`src/rtl/dmi_bus_responder.sv`:
```
// Core-side DMI target: runs each DMI request as one register-bus access and returns a DMI response.
// Optional bus-wait timeout is enabled by defining DMI_RESP_TIMEOUT_EN.
module dmi_bus_responder #(
    parameter logic [6:0]  AddrLo        = 7'h04,
    parameter logic [6:0]  AddrHi        = 7'h7F,
    parameter int unsigned TimeoutCycles = 256
) (
    input  logic        clk_i,
    input  logic        rst_i,
    input  logic        dmi_clear_i,
    input  logic [40:0] dmi_req_i,
    input  logic        dmi_req_valid_i,
    output logic        dmi_req_ready_o,
    output logic [33:0] dmi_resp_o,
    output logic        dmi_resp_valid_o,
    input  logic        dmi_resp_ready_i,
    output logic        bus_req_o,
    output logic        bus_we_o,
    output logic [6:0]  bus_addr_o,
    output logic [31:0] bus_wdata_o,
    input  logic        bus_gnt_i,
    input  logic        bus_rvalid_i,
    input  logic [31:0] bus_rdata_i,
    input  logic        bus_err_i
);

    localparam logic [1:0] S_IDLE  = 2'd0;
    localparam logic [1:0] S_ISSUE = 2'd1;
    localparam logic [1:0] S_WAIT  = 2'd2;
    localparam logic [1:0] S_RESP  = 2'd3;

    localparam logic [1:0] OP_NOP   = 2'd0;
    localparam logic [1:0] OP_READ  = 2'd1;
    localparam logic [1:0] OP_WRITE = 2'd2;

    localparam logic [1:0] RESP_SUCCESS = 2'd0;
    localparam logic [1:0] RESP_FAILED  = 2'd2;

    localparam int unsigned CNT_W = 16;

    logic [1:0]  state_q, state_d;
    logic        discard_q, discard_d;
    logic        req_ready_d;
    logic        resp_valid_d;
    logic [33:0] resp_d;
    logic        bus_req_d;
    logic        bus_we_d;
    logic [6:0]  bus_addr_d;
    logic [31:0] bus_wdata_d;
    logic [CNT_W-1:0] cnt_q, cnt_d;
    logic        timeout_c;

    logic [6:0]  req_addr;
    logic [1:0]  req_op;
    logic [31:0] req_data;
    logic        in_range;

    assign req_addr = dmi_req_i[40:34];
    assign req_op   = dmi_req_i[33:32];
    assign req_data = dmi_req_i[31:0];
    assign in_range = ({1'b0, req_addr} >= {1'b0, AddrLo}) &&
                      ({1'b0, req_addr} <= {1'b0, AddrHi});

`ifdef DMI_RESP_TIMEOUT_EN
    localparam logic [CNT_W-1:0] TIMEOUT_LAST = CNT_W'(TimeoutCycles - 1);
    assign timeout_c = ((state_q == S_ISSUE) || (state_q == S_WAIT)) && (cnt_q == TIMEOUT_LAST);
`else
    assign timeout_c = 1'b0;
    if (TimeoutCycles == 0) begin : g_timeout_unused
    end
`endif

    // Next-state and next-output logic
    always_comb begin
        state_d      = state_q;
        discard_d    = discard_q;
        req_ready_d  = 1'b0;
        resp_valid_d = dmi_resp_valid_o;
        resp_d       = dmi_resp_o;
        bus_req_d    = 1'b0;
        bus_we_d     = bus_we_o;
        bus_addr_d   = bus_addr_o;
        bus_wdata_d  = bus_wdata_o;
        cnt_d        = '0;

        case (state_q)
            S_IDLE: begin
                if (dmi_clear_i || !dmi_req_valid_i) begin
                    req_ready_d = 1'b1;
                end else if (req_op == OP_NOP) begin
                    state_d      = S_RESP;
                    resp_valid_d = 1'b1;
                    resp_d       = {32'h0, RESP_SUCCESS};
                end else if ((req_op != OP_READ && req_op != OP_WRITE) || !in_range) begin
                    state_d      = S_RESP;
                    resp_valid_d = 1'b1;
                    resp_d       = {32'h0, RESP_FAILED};
                end else begin
                    state_d     = S_ISSUE;
                    discard_d   = 1'b0;
                    bus_req_d   = 1'b1;
                    bus_we_d    = (req_op == OP_WRITE);
                    bus_addr_d  = req_addr;
                    bus_wdata_d = req_data;
                end
            end
            S_ISSUE, S_WAIT: begin
                cnt_d = cnt_q + CNT_W'(1);
                if (timeout_c) begin
                    if (dmi_clear_i || discard_q) begin
                        state_d     = S_IDLE;
                        req_ready_d = 1'b1;
                    end else begin
                        state_d      = S_RESP;
                        resp_valid_d = 1'b1;
                        resp_d       = {32'h0, RESP_FAILED};
                    end
                end else if (state_q == S_ISSUE) begin
                    // A grant commits the bus; a coincident clear must drain the completion
                    if (bus_gnt_i) begin
                        state_d   = S_WAIT;
                        discard_d = dmi_clear_i;
                    end else if (dmi_clear_i) begin
                        state_d     = S_IDLE;
                        req_ready_d = 1'b1;
                    end else begin
                        bus_req_d = 1'b1;
                    end
                end else if (bus_rvalid_i) begin
                    if (dmi_clear_i || discard_q) begin
                        state_d     = S_IDLE;
                        req_ready_d = 1'b1;
                    end else begin
                        state_d      = S_RESP;
                        resp_valid_d = 1'b1;
                        resp_d[1:0]  = bus_err_i ? RESP_FAILED : RESP_SUCCESS;
                        resp_d[33:2] = (!bus_we_o && !bus_err_i) ? bus_rdata_i : 32'h0;
                    end
                end else if (dmi_clear_i) begin
                    discard_d = 1'b1;
                end
            end
            default: begin
                if (dmi_clear_i || dmi_resp_ready_i) begin
                    state_d      = S_IDLE;
                    resp_valid_d = 1'b0;
                    resp_d       = '0;
                    req_ready_d  = 1'b1;
                end
            end
        endcase
    end

    // State and registered outputs
    always_ff @(posedge clk_i or posedge rst_i) begin
        if (rst_i) begin
            state_q          <= S_IDLE;
            discard_q        <= 1'b0;
            cnt_q            <= '0;
            dmi_req_ready_o  <= 1'b1;
            dmi_resp_valid_o <= 1'b0;
            dmi_resp_o       <= '0;
            bus_req_o        <= 1'b0;
            bus_we_o         <= 1'b0;
            bus_addr_o       <= '0;
            bus_wdata_o      <= '0;
        end else begin
            state_q          <= state_d;
            discard_q        <= discard_d;
            cnt_q            <= cnt_d;
            dmi_req_ready_o  <= req_ready_d;
            dmi_resp_valid_o <= resp_valid_d;
            dmi_resp_o       <= resp_d;
            bus_req_o        <= bus_req_d;
            bus_we_o         <= bus_we_d;
            bus_addr_o       <= bus_addr_d;
            bus_wdata_o      <= bus_wdata_d;
        end
    end

endmodule
```
`config.mk`:
```
export PLATFORM = sky130hd
export DESIGN_NAME = dmi_bus_responder
export DESIGN_NICKNAME = d
export VERILOG_FILES = /design/src/rtl/dmi_bus_responder.sv
export SDC_FILE = /design/constraint.sdc
export NUM_CORES = 1
export LEC_CHECK = 0
export CAP_MARGIN = 15
export CORE_UTILIZATION = 30
export DETAILED_ROUTE_END_ITERATION = 8
export GPL_ROUTABILITY_DRIVEN = 0
export GPL_TIMING_DRIVEN = 0
export HOLD_SLACK_MARGIN = 0.06
export SYNTH_ARGS = -nofsm -noshare
export SYNTH_HDL_FRONTEND = slang
export SYNTH_SLANG_ARGS = --single-unit
```
`constraint.sdc`:
```
create_clock -name clk_i -period 3.7 [get_ports clk_i]
set_input_delay 0.74 -clock clk_i [delete_from_list [all_inputs] [get_ports clk_i]]
set_output_delay 0.74 -clock clk_i [all_outputs]
set_load 0.01 [all_outputs]
```
* Yosys cells after proc, flatten, opt, wreduce, memory -nomap -nowiden
Cells that the tools add are included.
Storage, ports and cells: register bits after elaboration 80, input bits 81
Operators by class: bitwise gates (word level) 3, muxes and demuxes 51, reductions and logical operators 19, magnitude comparators 1, equality and inequality tests 17
Operators with widths (count):
- $mux 34 | 7
- $pmux 34 s2 | 1
- $mux 32 | 1
- $mux 1 | 27
- $mux 2 | 10
- $ne 3x3->1 const B | 5
- $ne 2x2->1 const B | 7
- $pmux 1 s2 | 4
- $reduce_and 4->1 | 2
- $ge 7x3->1 const B | 1
- $reduce_and 7->1 | 1
- $reduce_and 6->1 | 1
- $eq 2x2->1 const B | 2
- $logic_not 1->1 | 4
- $logic_not 2->1 | 2
- $logic_or 1x1->1 | 4
- $ne 4x4->1 const B | 1
- $pmux 2 s2 | 1
- $not 1->1 | 3
- $reduce_bool 3->1 | 1
- $eq 2x1->1 const B | 1
- $logic_and 1x1->1 | 2
- $ne 2x1->1 const B | 1
- $reduce_bool 2->1 | 1
- $reduce_or 2->1 | 1

* Logic depth before layout (Yosys ltp)
Gate-level depths: netlist of the first run.
depth after elaboration 7, gate-level depth with buffers 9, depth with buffers taken out 6

* Worst setup path before layout of the first run
Ideal clock, no wire load.
path kind input port to flip-flop, start point in dmi_req_i[32], end point reg dmi_resp_o[1], setup slack 1361 ps, stages 7, arrival time 2212 ps, required time 3572 ps, path through inv_1 ha_1 and3b_1 o21ai_1 or4b_1 buf_4 mux2_1
Between the ends: longest elaborated chain between the ends 5, elaborated cells on any way between the ends 10, those cells by class 3 x eq/ne; 3 x mux; 4 x reduce/logical
Ends and longest elaborated chain:
- from (decl) | line 11 | input logic [40:0] dmi_req_i,
- $ne 2x1->1 or $ne 2x2->1 (tied branches) | line 94 | end else if ((req_op != OP_READ && req_op != OP_WRITE) || !in_range) begin
- $logic_and 1x1->1 | line 94
- $logic_or 1x1->1 | line 94
- $ne 3x3->1 (no line)
- $reduce_and 6->1 (no line)
- to (signal assigned) | line 173 | dmi_resp_o <= resp_d;
- to (decl) | line 14 | output logic [33:0] dmi_resp_o,
Parallel ways exist; a longest one is shown, timed or not. The select of a mux whose other input is x is not followed. A chain may end at the register's enable or synchronous reset.

* Worst setup path after layout of the first run
Same ends and word-level chain as after synthesis.

==> flow_results.org, run 1 <==
** Global routing
- Vias in the first global route :: 2933
- Wire length of the first global-routing pass :: roughly 15000 um
- Entering global routing, the biggest net connects 43 pins.
- Antenna violations before repair :: 0
- In the global route stage, overall resource usage came out at between 10% and 20%.
- For this run the aggregate overflow at the end of global routing stands at 0.

** Routing
- The first routing iteration left 85 violations.
- Summing over every cut layer, the via total after detailed routing is around 2700.
- Routed via count divided by cell count :: between 4 and 5
- Number of nets with antenna violations after routing :: 0
- Detailed-router iteration count before antenna repair :: 4
- In the final routed layout, each cell accounts on average for around 14 um.
- Wires add up to ~8700 um.
- DRC :: 0

** Worst setup path
- The number of buffers and inverters on the critical path is 3.
- At the worst endpoint, the arrival time is approximately 2.8 ns.
- Grouping stages by cell kind, the critical path spends the most delay in buffers and inverters.
- Sort of element at the end of the critical path :: flip-flop
- The worst register-to-register path has a depth of 8.
- The worst setup path is of the in -> reg kind.
- The largest single stage delay on the critical path is between 0.4 and 0.5 ns.
- Critical path startpoint category :: input pin
- Along the worst path, the maximum fanout reaches 7.
- List of cells traversed by the critical path :: clkdlybuf4s50_1, inv_1, ha_1, and3b_1, o21ai_1, or4b_1, buf_4, mux2_1
- Counting buffers and inverters, the worst setup path is 8 cells deep.
- Crit-path slowest cell :: sky130_fd_sc_hd__clkdlybuf4s50_1
- Critical path required time :: ~3.9 ns

** Clock tree
- Clock-pin slew was measured on the worst setup and hold paths at ~0.06 ns.
- Gates resized, CTS repair :: 0
- The clock reaches the later pin of the worst-skew pair after approximately 0.33 ns.
- CTS buffer count :: 9
- Post-CTS repair timing setup buffer count :: 0
- Hold-fix buffers, CTS :: 0
- The clock tree synthesis step divided the H-tree into 3 levels.
- TritonCTS built the clock tree.
- Clock root buffer :: sky130_fd_sc_hd__clkbuf_16
- Buffers from clock root to sink, at most :: 2
- Counting every sink on the clock net gives 79.

** Place
- Post-placement cell count :: 595
- Port Buffers :: 155
- Worst Setup Slack post-DPL :: about 0.74 ns
- Once detailed placement completed, the half-perimeter wirelength came to 6450 um.
- In this run the cell area measured after placement is about 5300 sq um.

** Finish
- Count of filler cells inserted in the layout :: roughly 1100
- Once layout is complete, the cells apart from fillers number slightly above 600.
- Antenna fix cells :: 0
- Commonest non-fill, non-tap cell in the layout :: sky130_fd_sc_hd__clkdlybuf4s50_1
- In the layout the commonest cells are 155 x sky130_fd_sc_hd__clkdlybuf4s50_1, 78 x sky130_fd_sc_hd__dfrtp_1, 44 x sky130_fd_sc_hd__mux2_2, 40 x sky130_fd_sc_hd__inv_1, 34 x sky130_fd_sc_hd__nand2_1.
- Area growth from synthesis to layout :: 57.9%
- Post-route cell area :: ~5600 sq um
- In the final layout, the share of cells above drive strength 1 is between 10% and 20%.
- At the end of the flow, the number of nets in the layout was roughly 550.
- For this run, the share of the core covered by cells in the final layout is roughly half.

** Synthesis
- Most used DFF post-synth :: sky130_fd_sc_hd__dfrtp_1
- Average instance area after synthesis :: between 10 and 15 sq um
- In the synthesized netlist the async set-or-reset flop fraction comes to 100%.
- Number of nets produced by synthesis :: ~380
- Number of enable flip-flop cells after synthesis :: 0
- In this run the cell area of the synthesized design comes to 3550 sq um.
- The largest total area in the synthesized netlist belongs to sky130_fd_sc_hd__dfrtp_1.
- Sequential elements use around 56% of the synthesized area.
- The synthesized netlist contains 37 unique library cells.
- Number of warnings printed during yosys synthesis :: 0
- Top cells by area, synth :: sky130_fd_sc_hd__dfrtp_1 55%, sky130_fd_sc_hd__mux2_2 14%, sky130_fd_sc_hd__mux2i_1 9.3%
- Flops & latches, synth :: 79
- Post-Syn Instances :: 296
- Share of the synthesized area in the top cell type :: between 50% and 60%

** Timing
- Setup violation total in the final timing report :: 0
- For this run, the top clock speed supported by timing is approximately 380 MHz.
- After layout, the worst path uses 70.6% of the clock period.
- Worst-case setup margin in the final layout :: roughly 1.1 ns
- At the pin with the least slew margin, the transition time is roughly 0.7 ns.
- Worst hold margin :: about 0.50 ns
- Setup repair after global routing left no endpoint under its margin.
- The final hold violation count came to 0.
- Final-report max-slew violation count :: 0
- Shortest clock period the worst path allows after layout :: 2.61 ns
- Slew Limit Headroom :: a little over half
- Skew final :: 0.00565 ns

** Run
- Max-cap check violation count :: 0

** Floorplanning
- Effective utilization at floorplan :: a little under a third
- Die height :: 111 um
- Ports placed on the boundary :: roughly 160
- The die covers roughly 12000 sq um.
- In this run the core area contains 39 standard-cell rows.
- Core Footprint :: between 10000 and 15000 sq um
- Die Wd :: 111 um

** Power and ir drop
- Leakage power total :: ~0.0025 uW
- In this run the power density over the cells is 743 nW/um^2.
- VDD sags by at most 0.369 mV.

** Worst hold path
- Worst hold path stage count :: 1
- The worst hold path belongs to the class reg -> reg.

** Outcome
- Status :: completed
==> report_power, final <==
part | internal (uW) | leakage, uW | switching (uW)
registers | 1180 | 0.00101 | 165
clock network | 540 | 0.000138 | 347
logic | 1120 | 0.00137 | 823
total | 2840 | 0.00252 | 1330
==> logic make-up after synthesis <==
logic type / Yosys count / synth area share [%]
simple gates: 55 / 7.61
other cells: 1 / 0.106
buf+inv: 58 / 7.36
fa+ha+maj: 6 / 2.11
mux: 78 / 23.6
flops: 79 / 55.7
compound gates: 19 / 3.59
==> synth_stat cells (all sizes together), types with 2 or more instances <==
cell type,n
a21oi,3
a211oi,2
nand2,34
nor2b,2
mux2,45
a31oi,3
nor2,5
buf,11
mux2i,33
o21ai,5
nand2b,5
or4b,2
inv,41
clkbuf,6
ha,6
dfrtp,78
==> per-layer routing <==
layer	routed length (um)	up-vias	GRT usage (%)
li1	-	1301	-
met1	3870	1301	18.7
met2	3850	114	22.8
met3	850	7	6.12
met4	98	0	6.13
met5	0	-	0
==> final timing paths <==
kind	start	to	slack [ns]
setup / recovery	dmi_req_i[32]	dmi_resp_o[1]	1.09
hold / removal	dmi_resp_o[1]	dmi_resp_o[1]	0.50
setup reg to reg	state_q[0]	dmi_resp_o[6]	1.23
hold reg to reg	dmi_resp_o[1]	dmi_resp_o[1]	0.50
max in group asynchronous	rst_i	dmi_resp_o[16]	2.30
min in group asynchronous	rst_i	bus_wdata_o[11]	0.79
==> flip-flops by register name, summed over array words and instances (netlist names) <==
signal            count
bus_addr_o            7
bus_req_o             1
dmi_resp_o           33
bus_wdata_o          32
discard_q             1
state_q               2
dmi_resp_valid_o      1
bus_we_o              1
dmi_req_ready_o       1
==> through the flow <==
stage / setup TNS, ns / power, uW
2_1_floorplan: 0 / 2420
3_3_place_gp: -38.33 / 3280
3_5_place_dp: 0 / 3310
4_1_cts: 0 / 4240
5_1_grt: 0 / 4460
6_report: 0 / 4170
==> layout make-up <==
type	instances	area (sq um)	share of cell area [%]
well taps	143	179	3.19
multi-input cells	159	1310	23.4
plain buffers	17	108	1.92
clock inverters	5	57.6	1.03
inverters	41	156	2.79
flip-flops and latches	79	1980	35.3
repair buffers	157	1580	28.1
clock buffers	11	243	4.33
Power figures use the tool's default switching activity.
==> run 2, diff against run 1 <==
Clock period 3.7 ns to 2.4 ns, I/O delays scaled along.
==> flow_results.org, run 2 (synthesis gave the netlist of run 1 again) <==
** Worst setup path
- Among all stages on the critical path, the largest delay is contributed by sky130_fd_sc_hd__or4b_4.
- Sort of element at the end of the critical path :: flip-flop
- The worst setup path is launched from a flip-flop.
- For the worst setup path, the data arrival time is between 2 and 3 ns.
- Critical path required time :: ~2.6 ns
- Top cell by count, worst path :: sky130_fd_sc_hd__buf_6
- Slowest cell delay on critical path :: 0.52 ns
- Along the worst path, the maximum fanout reaches 10.
- Measured in cells, the most critical reg-to-reg path has a length of 9.
- Logic depth of the worst setup path including buffers :: 9
- Category of the critical setup timing path :: reg -> reg
- Critical path's top delay family :: simple AND/OR/NAND/NOR gates
- Counting both buffers and inverters, the worst setup path holds a total of 4.
- List of cells traversed by the critical path :: inv_1, ha_1, clkbuf_4, nor4_1, a21o_1, or4b_4, buf_6, buf_6, mux2i_2

** Finish
- Top Registers :: dmi_resp_o (33), bus_wdata_o (32), bus_addr_o (7)
- The final layout contains around 550 nets.
- Summing all flip-flop and latch instances after layout gives between 1500 and 2000 sq um.
- Compared with the post-synthesis result, the final layout area differs by 60.6%.
- Count of filler cells inserted in the layout :: about 1100
- The post-route netlist has ~18% of its cells at a drive strength greater than 1.
- The library cell used most frequently in the layout, excluding fill and tap cells, is sky130_fd_sc_hd__clkdlybuf4s50_1.
- Antenna fix cells :: 0
- Max FFs per register :: 33
- In the final layout, the multi-input gates occupy approximately 1300 sq um.
- More flip-flops sit in one register than any other, and that register is dmi_resp_o.
- Leading cell types in the layout, fill and taps excluded :: 155 x sky130_fd_sc_hd__clkdlybuf4s50_1, 78 x sky130_fd_sc_hd__dfrtp_1, 44 x sky130_fd_sc_hd__mux2_2, 40 x sky130_fd_sc_hd__inv_1, 34 x sky130_fd_sc_hd__nand2_1

** Clock tree
- The root buffer cell chosen for the clock tree is sky130_fd_sc_hd__clkbuf_16.
- Number of sinks handled by clock tree synthesis :: between 70 and 80
- The H-tree was split into 3 levels.
- CTS tree :: done
- The later pin in the worst-skew pair is clocked with a latency of about 0.33 ns.
- Buffers from clock root to sink, at most :: 2
- CTS buffer count :: 9
- Clock-pin slew of the registers on the worst-case setup and hold paths :: about 0.060 ns
- Hold-fix buffers, CTS :: 0

** Worst hold path
- The min-delay analysis places its worst path in the category in -> reg.
- Worst hold path stage count :: 3

** Routing
- Average routed wire per standard cell :: between 10 and 15 um
- Summing over every cut layer, the via total after detailed routing is approximately 2700.
- After detailed routing, the number of remaining DRC violations is 0.
- DRT Wirelength :: a little under 9000 um
- Number of nets with antenna violations after routing :: 0
- Drt initial violations :: just under 80
- Routed via count divided by cell count :: around 4.5
- Detailed-router iteration count before antenna repair :: 4

** Timing
- Final number of hold-violating endpoints :: 0
- After layout, the worst path uses approximately 95% of the clock period.
- Static timing analysis puts the maximum clock frequency at 438 MHz.
- Unrepaired setup endpoints after global routing :: no
- The clock arrives with a little under 0.009 ns of skew.
- Once routing completed, OpenROAD measured the worst setup slack at 0.115 ns.
- The final number of max-transition violations is 0.
- Shortest clock period the worst path allows after layout :: 2.29 ns
- Setup violations remaining at the end of the flow were counted as 0.

** Floorplanning
- Die Wd :: 111 um
- For this configuration, the core starts out at a cell density of a little under a third.
- After floorplanning, the core was divided into 39 placement rows.
- Die height :: between 100 and 150 um
- Die Outline Area :: roughly 12000 sq um
- For this design the top-level I/O count stands at roughly 160.
- The region available for standard cell placement spans between 10000 and 15000 sq um.

** Global routing
- The number of global-route vias before repair is slightly below 3000.
- The total overflow left after global routing is 0.
- Maximum number of pins on one net before global-route repair :: 33
- The first global-routing pass estimated between 10000 and 15000 um of wire.
- Antenna violations before repair :: 0
- Global routing used roughly 15% of the available tracks.

** Power and ir drop
- After layout, the design draws a total of between 6000 and 7000 uW.
- Int Power :: 4610 uW
- Combinational Power Share :: between 40 and 50%
- VDD sags by at most between 0.5 and 0.6 mV.
- Areal power density over the cells :: 1170 nW/um^2
- Net switching power :: 2090 uW
- Net switching is roughly 31% of the power.
- Clock group share of total power :: 23.2%
- Register share of total power :: 31.2%
- Leakage power total :: roughly 0.0025 uW

** Place
- Before CTS, the worst setup slack after placement is -0.288 ns.
- Port buffering added 155 buffers.
- HPWL Detailed :: slightly below 7000 um

** Run
- Max-cap check violation count :: 0

** Outcome
- The flow ran to the end, and the final reports show no timing, DRC or antenna violations.
-- run 2: changes by cell type in the layout (fill, tap and decap cells not counted), sizes merged --
cell,before,now
clkinvlp,3,2
bufinv,1,3
clkbuf,18,17
clkinv,1,0
-- run 2: timing repair --
item	CTS	global route
setup endpoints to repair	30	61
resized for setup	1	8
pin swaps	0	0
cloned	0	0
buffers inserted	0	0
-- run 2: layout make-up --
cell class / count / share of cell area [%]
plain buffers: 17 / 2.02
repair buffers: 157 / 27.9
clock inverters: 5 / 1.86
multi-input cells: 159 / 23.6
inverters: 41 / 2.76
well taps: 143 / 3.14
flip-flops and latches: 79 / 34.7
clock buffers: 10 / 4.01
-- run 2: layer usage --
layer | vias up | GRT usage, % | part of all wire [%]
met4 | 0 | 4.53 | 1.1
met2 | 115 | 24.8 | 46
met1 | 1312 | 18.3 | 43
li1 | 1300 | - | -
met5 | - | 0 | 0
met3 | 11 | 6.29 | 9.2
-- run 2: power groups by stage --
stage	clock network (uW)	registers, uW	logic, uW
3_5_place_dp	0	2100	3020
3_3_place_gp	0	2080	2980
2_1_floorplan	0	2290	1440
4_1_cts	1610	2090	3040
6_report	1550	2090	3060
5_1_grt	1650	2150	3310
-- run 2: final timing paths --
check / from / end / slack, ns
min in group asynchronous: rst_i / bus_wdata_o[24] / 0.51
min reg2reg: bus_wdata_o[15] / bus_wdata_o[15] / 0.50
min: dmi_clear_i / dmi_req_ready_o / 0.45
max: state_q[0] / dmi_resp_o[13] / 0.11
max in group asynchronous: rst_i / dmi_req_ready_o / 1.09
max reg2reg: state_q[0] / dmi_resp_o[13] / 0.11
-- run 2: per-stage QoR --
stage                     area, sq um  setup TNS, ns  cells  util, %  hold slack (ns)
after CTS                        5670              0    611     49.4            0.431
after detailed placement         5330         -16.46    596     46.5            0.496
final                            5710              0    611     49.8            0.455
after global placement           5290         -15.47    594     46.1            0.484
after floorplan                  3560              0    296        -            0.529
after global routing             5710              0    611     49.8            0.470
-- run 2: tightest hold or removal path: cells and delay by family --
kind / cells / cell delay, ns
buffers and inverters: 2 / 0.20
AOI/OAI and AO/OA: 1 / 0.09
